File: src/rtl/lsu_pkg.sv
// Shared definitions for the load/store unit.
//   - RV32I funct3 width/sign codes for loads and stores
//   - FSM state encoding (IDLE, REQ, DONE)
//   - helpers: byte-enable generation and funct3 legality check
// Optional feature macro used by the LSU: LSU_MISALIGN_TRAP_EN.
package lsu_pkg;

  localparam logic [2:0] F3_B  = 3'b000;
  localparam logic [2:0] F3_H  = 3'b001;
  localparam logic [2:0] F3_W  = 3'b010;
  localparam logic [2:0] F3_BU = 3'b100;
  localparam logic [2:0] F3_HU = 3'b101;

  typedef enum logic [1:0] {
    IDLE = 2'd0,
    REQ  = 2'd1,
    DONE = 2'd2
  } state_t;

  // size is funct3[1:0]: 00 byte, 01 half, 10 word. Low address bits that
  // do not select a lane for the access size are ignored (truncation).
  function automatic logic [3:0] calc_be(input logic [1:0] size, input logic [1:0] addr_lo);
    case (size)
      2'b00:   return 4'b0001 << addr_lo;
      2'b01:   return addr_lo[1] ? 4'b1100 : 4'b0011;
      default: return 4'b1111;
    endcase
  endfunction

  // Stores accept B/H/W; loads additionally accept BU/HU.
  function automatic logic code_ok(input logic we, input logic [2:0] f3);
    if (we) return (f3 == F3_B) || (f3 == F3_H) || (f3 == F3_W);
    return (f3 == F3_B) || (f3 == F3_H) || (f3 == F3_W) || (f3 == F3_BU) || (f3 == F3_HU);
  endfunction

endpackage

File: src/rtl/lsu_align.sv
// Lane alignment for the load/store unit (purely combinational).
//   funct3     : RV32I width/sign code of the captured op
//   addr_lo    : effective address bits [1:0]
//   store_data : rs2 value to be stored
//   mem_rdata  : word returned by data memory
//   be         : byte enables for the accessed lanes
//   wdata      : lane-replicated store data
//   load_data  : selected lane, sign- or zero-extended to 32 bits
module lsu_align
  import lsu_pkg::*;
(
  input  logic [2:0]  funct3,
  input  logic [1:0]  addr_lo,
  input  logic [31:0] store_data,
  input  logic [31:0] mem_rdata,
  output logic [3:0]  be,
  output logic [31:0] wdata,
  output logic [31:0] load_data
);

  logic [7:0]  byte_sel;
  logic [15:0] half_sel;
  logic        sign_en;

  always_comb begin
    be       = calc_be(funct3[1:0], addr_lo);
    // funct3[2] marks the unsigned load variants
    sign_en  = ~funct3[2];
    half_sel = addr_lo[1] ? mem_rdata[31:16] : mem_rdata[15:0];
    case (addr_lo)
      2'd0:    byte_sel = mem_rdata[7:0];
      2'd1:    byte_sel = mem_rdata[15:8];
      2'd2:    byte_sel = mem_rdata[23:16];
      default: byte_sel = mem_rdata[31:24];
    endcase
    case (funct3[1:0])
      2'b00: begin
        wdata     = {4{store_data[7:0]}};
        load_data = {{24{byte_sel[7] & sign_en}}, byte_sel};
      end
      2'b01: begin
        wdata     = {2{store_data[15:0]}};
        load_data = {{16{half_sel[15] & sign_en}}, half_sel};
      end
      default: begin
        wdata     = store_data;
        load_data = mem_rdata;
      end
    endcase
  end

endmodule

File: src/rtl/lsu.sv
// Load/store unit: takes the ALU result as effective address and rs2 as
// store data, runs one data-memory transaction over a req/ready handshake,
// and returns an aligned, extended load result.
// Ports:
//   clk, rst            : clock, synchronous active-high reset
//   op_valid/op_we/op_funct3/op_addr/op_wdata : op request (sampled in IDLE)
//   busy, done, rdata   : core-side status and load result
//   mem_req/mem_we/mem_addr/mem_be/mem_wdata  : memory request (stable in REQ)
//   mem_ready, mem_rdata: memory response
//   misalign_err        : only with LSU_MISALIGN_TRAP_EN; pulses with done on
//                         a misaligned half/word op that was not issued.
// Without LSU_MISALIGN_TRAP_EN, misaligned low address bits are truncated.
module lsu
  import lsu_pkg::*;
#(
  parameter int          ADDR_W    = 32,
  parameter logic [31:0] RDATA_RST = 32'h0000_0000
) (
  input  logic              clk,
  input  logic              rst,
  input  logic              op_valid,
  input  logic              op_we,
  input  logic [2:0]        op_funct3,
  input  logic [ADDR_W-1:0] op_addr,
  input  logic [31:0]       op_wdata,
  output logic              busy,
  output logic              done,
  output logic [31:0]       rdata,
  output logic              mem_req,
  output logic              mem_we,
  output logic [ADDR_W-1:0] mem_addr,
  output logic [3:0]        mem_be,
  output logic [31:0]       mem_wdata,
  input  logic              mem_ready,
  input  logic [31:0]       mem_rdata
`ifdef LSU_MISALIGN_TRAP_EN
  ,
  output logic              misalign_err
`endif
);

  state_t            state_q, state_d;
  logic              we_p0;
  logic [2:0]        funct3_p0;
  logic [ADDR_W-1:0] addr_p0;
  logic [31:0]       wdata_p0;
  logic              trap;
  logic              issue;
  logic [3:0]        al_be;
  logic [31:0]       al_wdata;
  logic [31:0]       al_load;
  logic              in_req;

`ifdef LSU_MISALIGN_TRAP_EN
  assign trap = code_ok(op_we, op_funct3) &&
                (((op_funct3[1:0] == 2'b01) && op_addr[0]) ||
                 ((op_funct3[1:0] == 2'b10) && (op_addr[1:0] != 2'b00)));
`else
  assign trap = 1'b0;
`endif

  // Illegal codes and trapped ops bypass REQ and complete without memory access
  assign issue = code_ok(op_we, op_funct3) && !trap;

  always_ff @(posedge clk) begin
    if (rst) state_q <= IDLE;
    else     state_q <= state_d;
  end

  always_comb begin
    state_d = state_q;
    case (state_q)
      IDLE:    if (op_valid) state_d = issue ? REQ : DONE;
      REQ:     if (mem_ready) state_d = DONE;
      DONE:    state_d = IDLE;
      default: state_d = IDLE;
    endcase
  end

  // Capture stage: op fields held for the whole transaction
  always_ff @(posedge clk) begin
    if (state_q == IDLE && op_valid) begin
      we_p0     <= op_we;
      funct3_p0 <= op_funct3;
      addr_p0   <= op_addr;
      wdata_p0  <= op_wdata;
    end
  end

  lsu_align u_align (
    .funct3     (funct3_p0),
    .addr_lo    (addr_p0[1:0]),
    .store_data (wdata_p0),
    .mem_rdata  (mem_rdata),
    .be         (al_be),
    .wdata      (al_wdata),
    .load_data  (al_load)
  );

  // Request stage: outputs derived from captured fields, zero outside REQ
  assign in_req    = (state_q == REQ);
  assign busy      = in_req;
  assign mem_req   = in_req;
  assign done      = (state_q == DONE);
  assign mem_we    = in_req && we_p0;
  assign mem_addr  = in_req ? {addr_p0[ADDR_W-1:2], 2'b00} : '0;
  assign mem_be    = in_req ? al_be : 4'b0000;
  assign mem_wdata = (in_req && we_p0) ? al_wdata : 32'h0;

  // Completion stage: rdata only changes when a load finishes
  always_ff @(posedge clk) begin
    if (rst)                           rdata <= RDATA_RST;
    else if (in_req && mem_ready && !we_p0) rdata <= al_load;
  end

`ifdef LSU_MISALIGN_TRAP_EN
  always_ff @(posedge clk) begin
    if (rst)                            misalign_err <= 1'b0;
    else if (state_q == IDLE && op_valid) misalign_err <= trap;
    else if (state_q == DONE)           misalign_err <= 1'b0;
  end
`endif

endmodule

File: config.mk
export PLATFORM = sky130hd
export DESIGN_NAME = lsu
export DESIGN_NICKNAME = d
export VERILOG_FILES = /design/src/rtl/lsu_pkg.sv /design/src/rtl/lsu_align.sv /design/src/rtl/lsu.sv
export SDC_FILE = /design/constraint.sdc
export NUM_CORES = 1
export LEC_CHECK = 0
export CORE_ASPECT_RATIO = 0.9
export CORE_MARGIN = 2
export CORE_UTILIZATION = 42
export DETAILED_ROUTE_END_ITERATION = 12
export PLACE_DENSITY_LB_ADDON = 0.2
export REMOVE_ABC_BUFFERS = 1
export SKIP_CTS_REPAIR_TIMING = 1
export SLEW_MARGIN = 10
export SYNTH_ARGS = -nofsm -noshare
export SYNTH_HDL_FRONTEND = slang
export SYNTH_SLANG_ARGS = --single-unit
File: constraint.sdc
create_clock -name clk -period 3.7 [get_ports clk]
set_clock_uncertainty 0.15 [all_clocks]
set_input_delay 0.74 -clock clk [delete_from_list [all_inputs] [get_ports clk]]
set_output_delay 0.74 -clock clk [all_outputs]
set_load 0.02 [all_outputs]
[After elaboration in Yosys (flattened, before gate mapping)]
Index checks and enable logic that the tools add are counted.
W data, S select, Z words.
Operators by class
  bitwise logic cells: 3
  equal/unequal tests: 11
  order comparisons: 0
  div/mod/pow operators: 0
  $add $sub $neg: 0
  reduce and logical (&&, ||, !) cells: 14
  shift operators: 1
  multiplexer cells: 16
  multiply operators: 0
Operators by type and width (count)
  $pmux W32 S2: 2
  $mux W32: 2
  $pmux W8 S3: 1
  $mux W16: 1
  $mux W4: 2
  $pmux W4 S2: 1
  $eq A2 B1 Y1 const B: 3
  $eq A3 B3 Y1 const B: 2
  $logic_not A2 Y1: 3
  $mux W2: 3
  $eq A2 B2 Y1 const B: 2
  $logic_and A1 B1 Y1: 4
  $logic_or A1 B1 Y1: 4
  $ne A2 B2 Y1 const B: 2
  $pmux W2 S2: 1
  $shl A1 B2 Y4 const A: 1
  $eq A3 B1 Y1 const B: 1
  $eq A3 B2 Y1 const B: 1
  $logic_not A3 Y1: 1
  $mux W1: 3
  $and A1 B1 Y1: 2
  $reduce_and A2 Y1: 1
  $logic_not A1 Y1: 1
  $not A1 Y1: 1
Storage, ports and cells
  logic and storage cells: 51
  memory bits (writable): 0
  latch bits: 0
  ROM bits: 0
  memories kept: 0
  input bits: 104
  output and inout bits: 104
  bits in registers: 102

[Logic depth before layout (Yosys ltp)]
  depth after elaboration: 9
  mapped depth: 7
  depth with buffers taken out: 4

[Modules after synthesis]
Synthesis repeated with hierarchy kept, for this count alone.
Unflattened totals
  cells, all modules: 476
  area total of the unflattened synthesis: 5177.5 µm²
By module, submodules not included
  lsu: cells each 306, seq. area each 2722.6 µm², area each 3993.8 µm², instances 1
  lsu_align: cells each 170, seq. area each 0.0 µm², area each 1183.6 µm², instances 1

[Worst setup path before layout]
OpenSTA, ideal clock, no wires.
  path type: input -> register
  start: input op_valid
  end: register addr_p0[0], enable pin
  slack: 0.829 ns
  required time: 3.128 ns
  stages: 3
  buffers on the path: 0
  library setup time: 0.422 ns
  data arrival time: 2.299 ns
  cell sequence: nor2b_1 -> nand2b_1 -> inv_1
On the way
  cells in the longest elaborated chain, start to end: 1
RTL lines
  start, declared: line lsu.sv:21  | input logic op_valid,
  $logic_and A1 B1 Y1: line lsu.sv:82  | if (state_q == IDLE && op_valid) begin
  end signal, assigned: line lsu.sv:85  | addr_p0 <= op_addr;
  end, declared: line lsu.sv:45  | logic [ADDR_W-1:0] addr_p0;
No other way between the ends.
A chain may end at the register's enable or synchronous reset.

[Worst setup path after layout]
  start: register funct3_p0[0]
  end: output mem_wdata[9]
On the way
  cells in the longest elaborated chain, start to end: 3
  elaborated cells on any way between the ends: 4
  classes of those cells: 1 x eq/ne; 2 x mux; 1 x reduce/logical
RTL lines
  start, declared: line lsu.sv:44  | logic [2:0] funct3_p0;
  start signal, assigned: line lsu.sv:84  | funct3_p0 <= op_funct3;
  $eq A2 B1 Y1 or $logic_not A2 Y1 (tied branches): line lsu_align.sv:36  | case (funct3[1:0])
  $pmux W32 S2 *: line lsu_align.sv:36
  $mux W32 *: line lsu.sv:108  | assign mem_wdata = (in_req && we_p0) ? al_wdata : 32'h0;
  end, declared: line lsu.sv:33  | output logic [31:0] mem_wdata,
Mark *: on every way between the ends. The rest lies on a longest branch, timed or not.

==> results.md <==
- In the finished design, the share of the clock period the worst path needs comes to 0.918.
- The number of remaining DRC errors is 0.
- The number of buffers added by the clock tree synthesis step is 9.
- In this run the number of H-tree levels came out at 3.
- The number of placed instances with taps included is between 700 and 800.
- The maximum root-to-sink buffer count is 2.
- STA classifies the critical path startpoint as a flop.
- Static timing analysis puts the maximum clock frequency at ~300 MHz.
- The clock latency reported for the late side of the worst-skew pair is ~0.34 ns.
- Registers take between 2000 and 3000 um^2.
- The via count of the first global-routing pass is around 3800.
- The count of nets left with antenna violations once routing finished came out at 0.
- In this run, distinct cell masters in the synthesized netlist total 39.
- Of all flip-flops after synthesis, the portion carrying an async set or reset was 0.
- Data on the critical path is required at its endpoint by about 2.8 ns.
- The share of synthesized area in the top cell type comes to 0.448.
- Global routing finished with a remaining overflow of 0.
- The total number of nets in the final design is around 700.
- The total detailed-routing wirelength is between 10000 and 15000 um.
- The signal on the critical path passes through nor2_1, nand2_1, a21oi_1, clkdlybuf4s50_1.
- The antenna cell count is 0.
- The first detailed-routing pass took 4 iterations.
- The tree is rooted in a sky130_fd_sc_hd__clkbuf_16.
- The total count of hold-check failures in the final report is 0.
- The total power per unit cell area is between 300 and 400 nW/um^2.
- The half-perimeter wire length after detailed placement is ~9500 um.
- The die area is ~12000 um^2.
- The pin count of the biggest net entering global routing is 48.
- The first global-routing pass estimated roughly 20000 um of wire.
- For this run, the number of Yosys warnings is 0.
- In the synthesized netlist, the cells that appear most often are sky130_fd_sc_hd__edfxtp_1 (68), sky130_fd_sc_hd__nor2_1 (63), sky130_fd_sc_hd__dfxtp_1 (34), sky130_fd_sc_hd__nand2_1 (34), sky130_fd_sc_hd__and2_1 (30).
- The floorplan has 36 rows.
- The transition at the pin with the smallest max-transition slack is 0.916 ns.
- The kind of cell adding the most delay to the critical path is simple AND/OR/NAND/NOR gates.
- The die boundary width is about 110 um.
- In this run, synthesis inferred between 60 and 70 flip-flops with an integrated enable.
- The number of sinks driven by the clock tree is about 100.
- Counting I/O delays and the setup requirement, the final critical path takes 3.40 ns.
- The dominant synthesized flop cell is sky130_fd_sc_hd__edfxtp_1.
- The area of the core region is 10700 um^2.
- The filler cell count is about 840.
- The startpoint-to-endpoint class of the critical path is flop to primary output.
- Counting both buffers and inverters, the worst setup path holds a total of 1.
- The synthesis-to-finish area growth is 53.5%.
- The most common cell in the synthesized netlist is sky130_fd_sc_hd__edfxtp_1.
- The starting utilization of the core area is 0.426.
- The CTS tree is done.
- Measured against its own limit, the worst slew margin works out to 0.388.
- The total via count in the routed design is between 3000 and 4000.
- Summing all multi-input logic gate instances after layout gives 1670 um^2.
- The average instance area after synthesis is 11.3 um^2.
- STA puts the critical path data arrival time at around 2.5 ns.
- The run finished with clean final reports.
- The worst hold path belongs to the class flop to flop.
- The number of pins exceeding their max-slew limit in the final report is 0.
- In this design, the stage delay of the slowest critical-path cell is between 0.6 and 0.7 ns.
- Summed over all instances, the cell type with the most area after synthesis is sky130_fd_sc_hd__edfxtp_1.
- The average wire length per cell after detail routing is ~18 um.
- VDD sags by at most approximately 0.27 mV.
- The via-per-instance ratio is 5.23.
- The number of antenna violations at the first check in global routing is 0.
- In the global route stage, overall resource usage came out at 0.220.
- The number of synthesized register bits is 102.
- The first routing iteration left 350 violations.
- Routability-driven placement finished with a final weighted congestion of approximately 0.83.
- Along the worst path, the maximum fanout reaches 13.
- The count of cells in the finished layout, fillers not included, comes to about 740.
- The count of endpoints failing setup in the final report is 0.
- By area the synthesized netlist is led by sky130_fd_sc_hd__edfxtp_1 (45%), sky130_fd_sc_hd__dfxtp_1 (15%), sky130_fd_sc_hd__nor2_1 (5.2%).
- Of the cells placed in the final design, the portion with a size suffix greater than 1 is 0.0814.
- The slowest cell on the critical path is sky130_fd_sc_hd__clkdlybuf4s50_1.
- The number of max-cap violations is 0.
- After clock tree synthesis, the clock-pin slew on the worst setup and hold paths is about 0.07 ns.
- Measured along the y axis, the die boundary spans about 100 um.
- Once routing completed, OpenROAD measured the worst setup slack at around 0.3 ns.
- 208 I/O pins were placed.
- Before CTS, the worst setup slack after placement is 0.509 ns.
- The synthesized instance count is ~400.
- The number of port buffers is about 210.
- The cell area after synthesis is between 4000 and 5000 um^2.
- Summed over all cells, the static leakage comes to 2.56 nW.
- Of the synthesized area, sequential elements account for 0.597.
- Setup repair after global routing left no endpoint under its margin.
- STA classifies the critical path endpoint as a primary output.
==> routing by layer <==
metal	routed length [um]	global-route usage	part of all wire	vias to the layer above
met3	1200	0.0606	0.090	17
li1	-	-	-	1828
met2	6440	0.373	0.48	177
met5	0	0	0	-
met1	5450	0.271	0.41	1823
met4	224	0.0863	0.017	0
==> layout make-up <==
type / count / area share
Timing Repair Buffer: 213 / 0.303
Clock buffer: 10 / 0.0327
Clock inverter: 6 / 0.00858
Inverter: 7 / 0.00375
Multi-Input combinational cell: 264 / 0.239
Sequential cell: 102 / 0.389
Tap cell: 133 / 0.0238
==> layout by cell type (no fill, tap or decap), types with 6 or more instances in the layout <==
cell type and count:
sky130_fd_sc_hd__a32oi_1 7, sky130_fd_sc_hd__nor2_1 63, sky130_fd_sc_hd__a211oi_1 21, sky130_fd_sc_hd__clkbuf_16 9, sky130_fd_sc_hd__inv_1 6, sky130_fd_sc_hd__dfxtp_1 34, sky130_fd_sc_hd__a22oi_1 8, sky130_fd_sc_hd__mux2i_1 18
sky130_fd_sc_hd__a21o_1 8, sky130_fd_sc_hd__buf_4 7, sky130_fd_sc_hd__nand2_1 33, sky130_fd_sc_hd__and3_1 10, sky130_fd_sc_hd__a21oi_1 22, sky130_fd_sc_hd__and2_1 30, sky130_fd_sc_hd__a211oi_2 10, sky130_fd_sc_hd__edfxtp_1 68
sky130_fd_sc_hd__mux2_2 8, sky130_fd_sc_hd__clkdlybuf4s50_1 205
==> worst paths after layout <==
kind                startpoint  depth (start not counted)           end  slack (ns)
setup reg to reg  funct3_p0[1]                          5      rdata[2]        1.45
setup / recovery  funct3_p0[0]                          4  mem_wdata[9]        0.30
hold / removal        rdata[9]                          2      rdata[9]        0.35
hold reg to reg       rdata[9]                          2      rdata[9]        0.35
==> worst register-to-register path: cells and delay by family (launching register included) <==
| kind | cells | cell delay (ns) |
|---|---|---|
| buffers and inverters | 1 | 0.26 |
| AOI/OAI and AO/OA | 3 | 0.59 |
| DFF | 1 | 0.41 |
| and+or+nand+nor | 1 | 0.79 |
==> where the power goes <==
group / switching, mW / total [mW] / internal [mW]
registers: 0.0376 / 1.33 / 1.30
logic: 0.228 / 0.463 / 0.235
clock network: 0.417 / 0.940 / 0.523
==> cells by family after synthesis <==
group	count (synthesis)	share of synthesized area
flops	102	0.597
simple gates	152	0.159
compound gates	84	0.143
mux	26	0.0592
buf+inv	39	0.0409
other cells	1	0.000822
==> through the flow <==
step | TNS, ns | hold slack (ns) | power [mW] | cell area (um^2) | utilization
CTS | 0 | 0.357 | 2.76 | 7000 | 0.653
finish | 0 | 0.351 | 2.74 | 7000 | 0.653
global placement | 0 | 0.338 | 1.81 | 6710 | 0.626
detailed placement | 0 | 0.349 | 1.82 | 6710 | 0.626
floorplan | -32.10 | 0.289 | 1.56 | 4410 | -
global route | 0 | 0.376 | 2.84 | 7000 | 0.653
==> sequential cells by signal, summed over array words and instances, names as in the netlist <==
| register | flops |
|---|---|
| funct3_p0 | 3 |
| state_q | 2 |
| addr_p0 | 32 |
| rdata | 32 |
| wdata_p0 | 32 |
| we_p0 | 1 |
No activity file was read; power rests on OpenSTA's default activity.
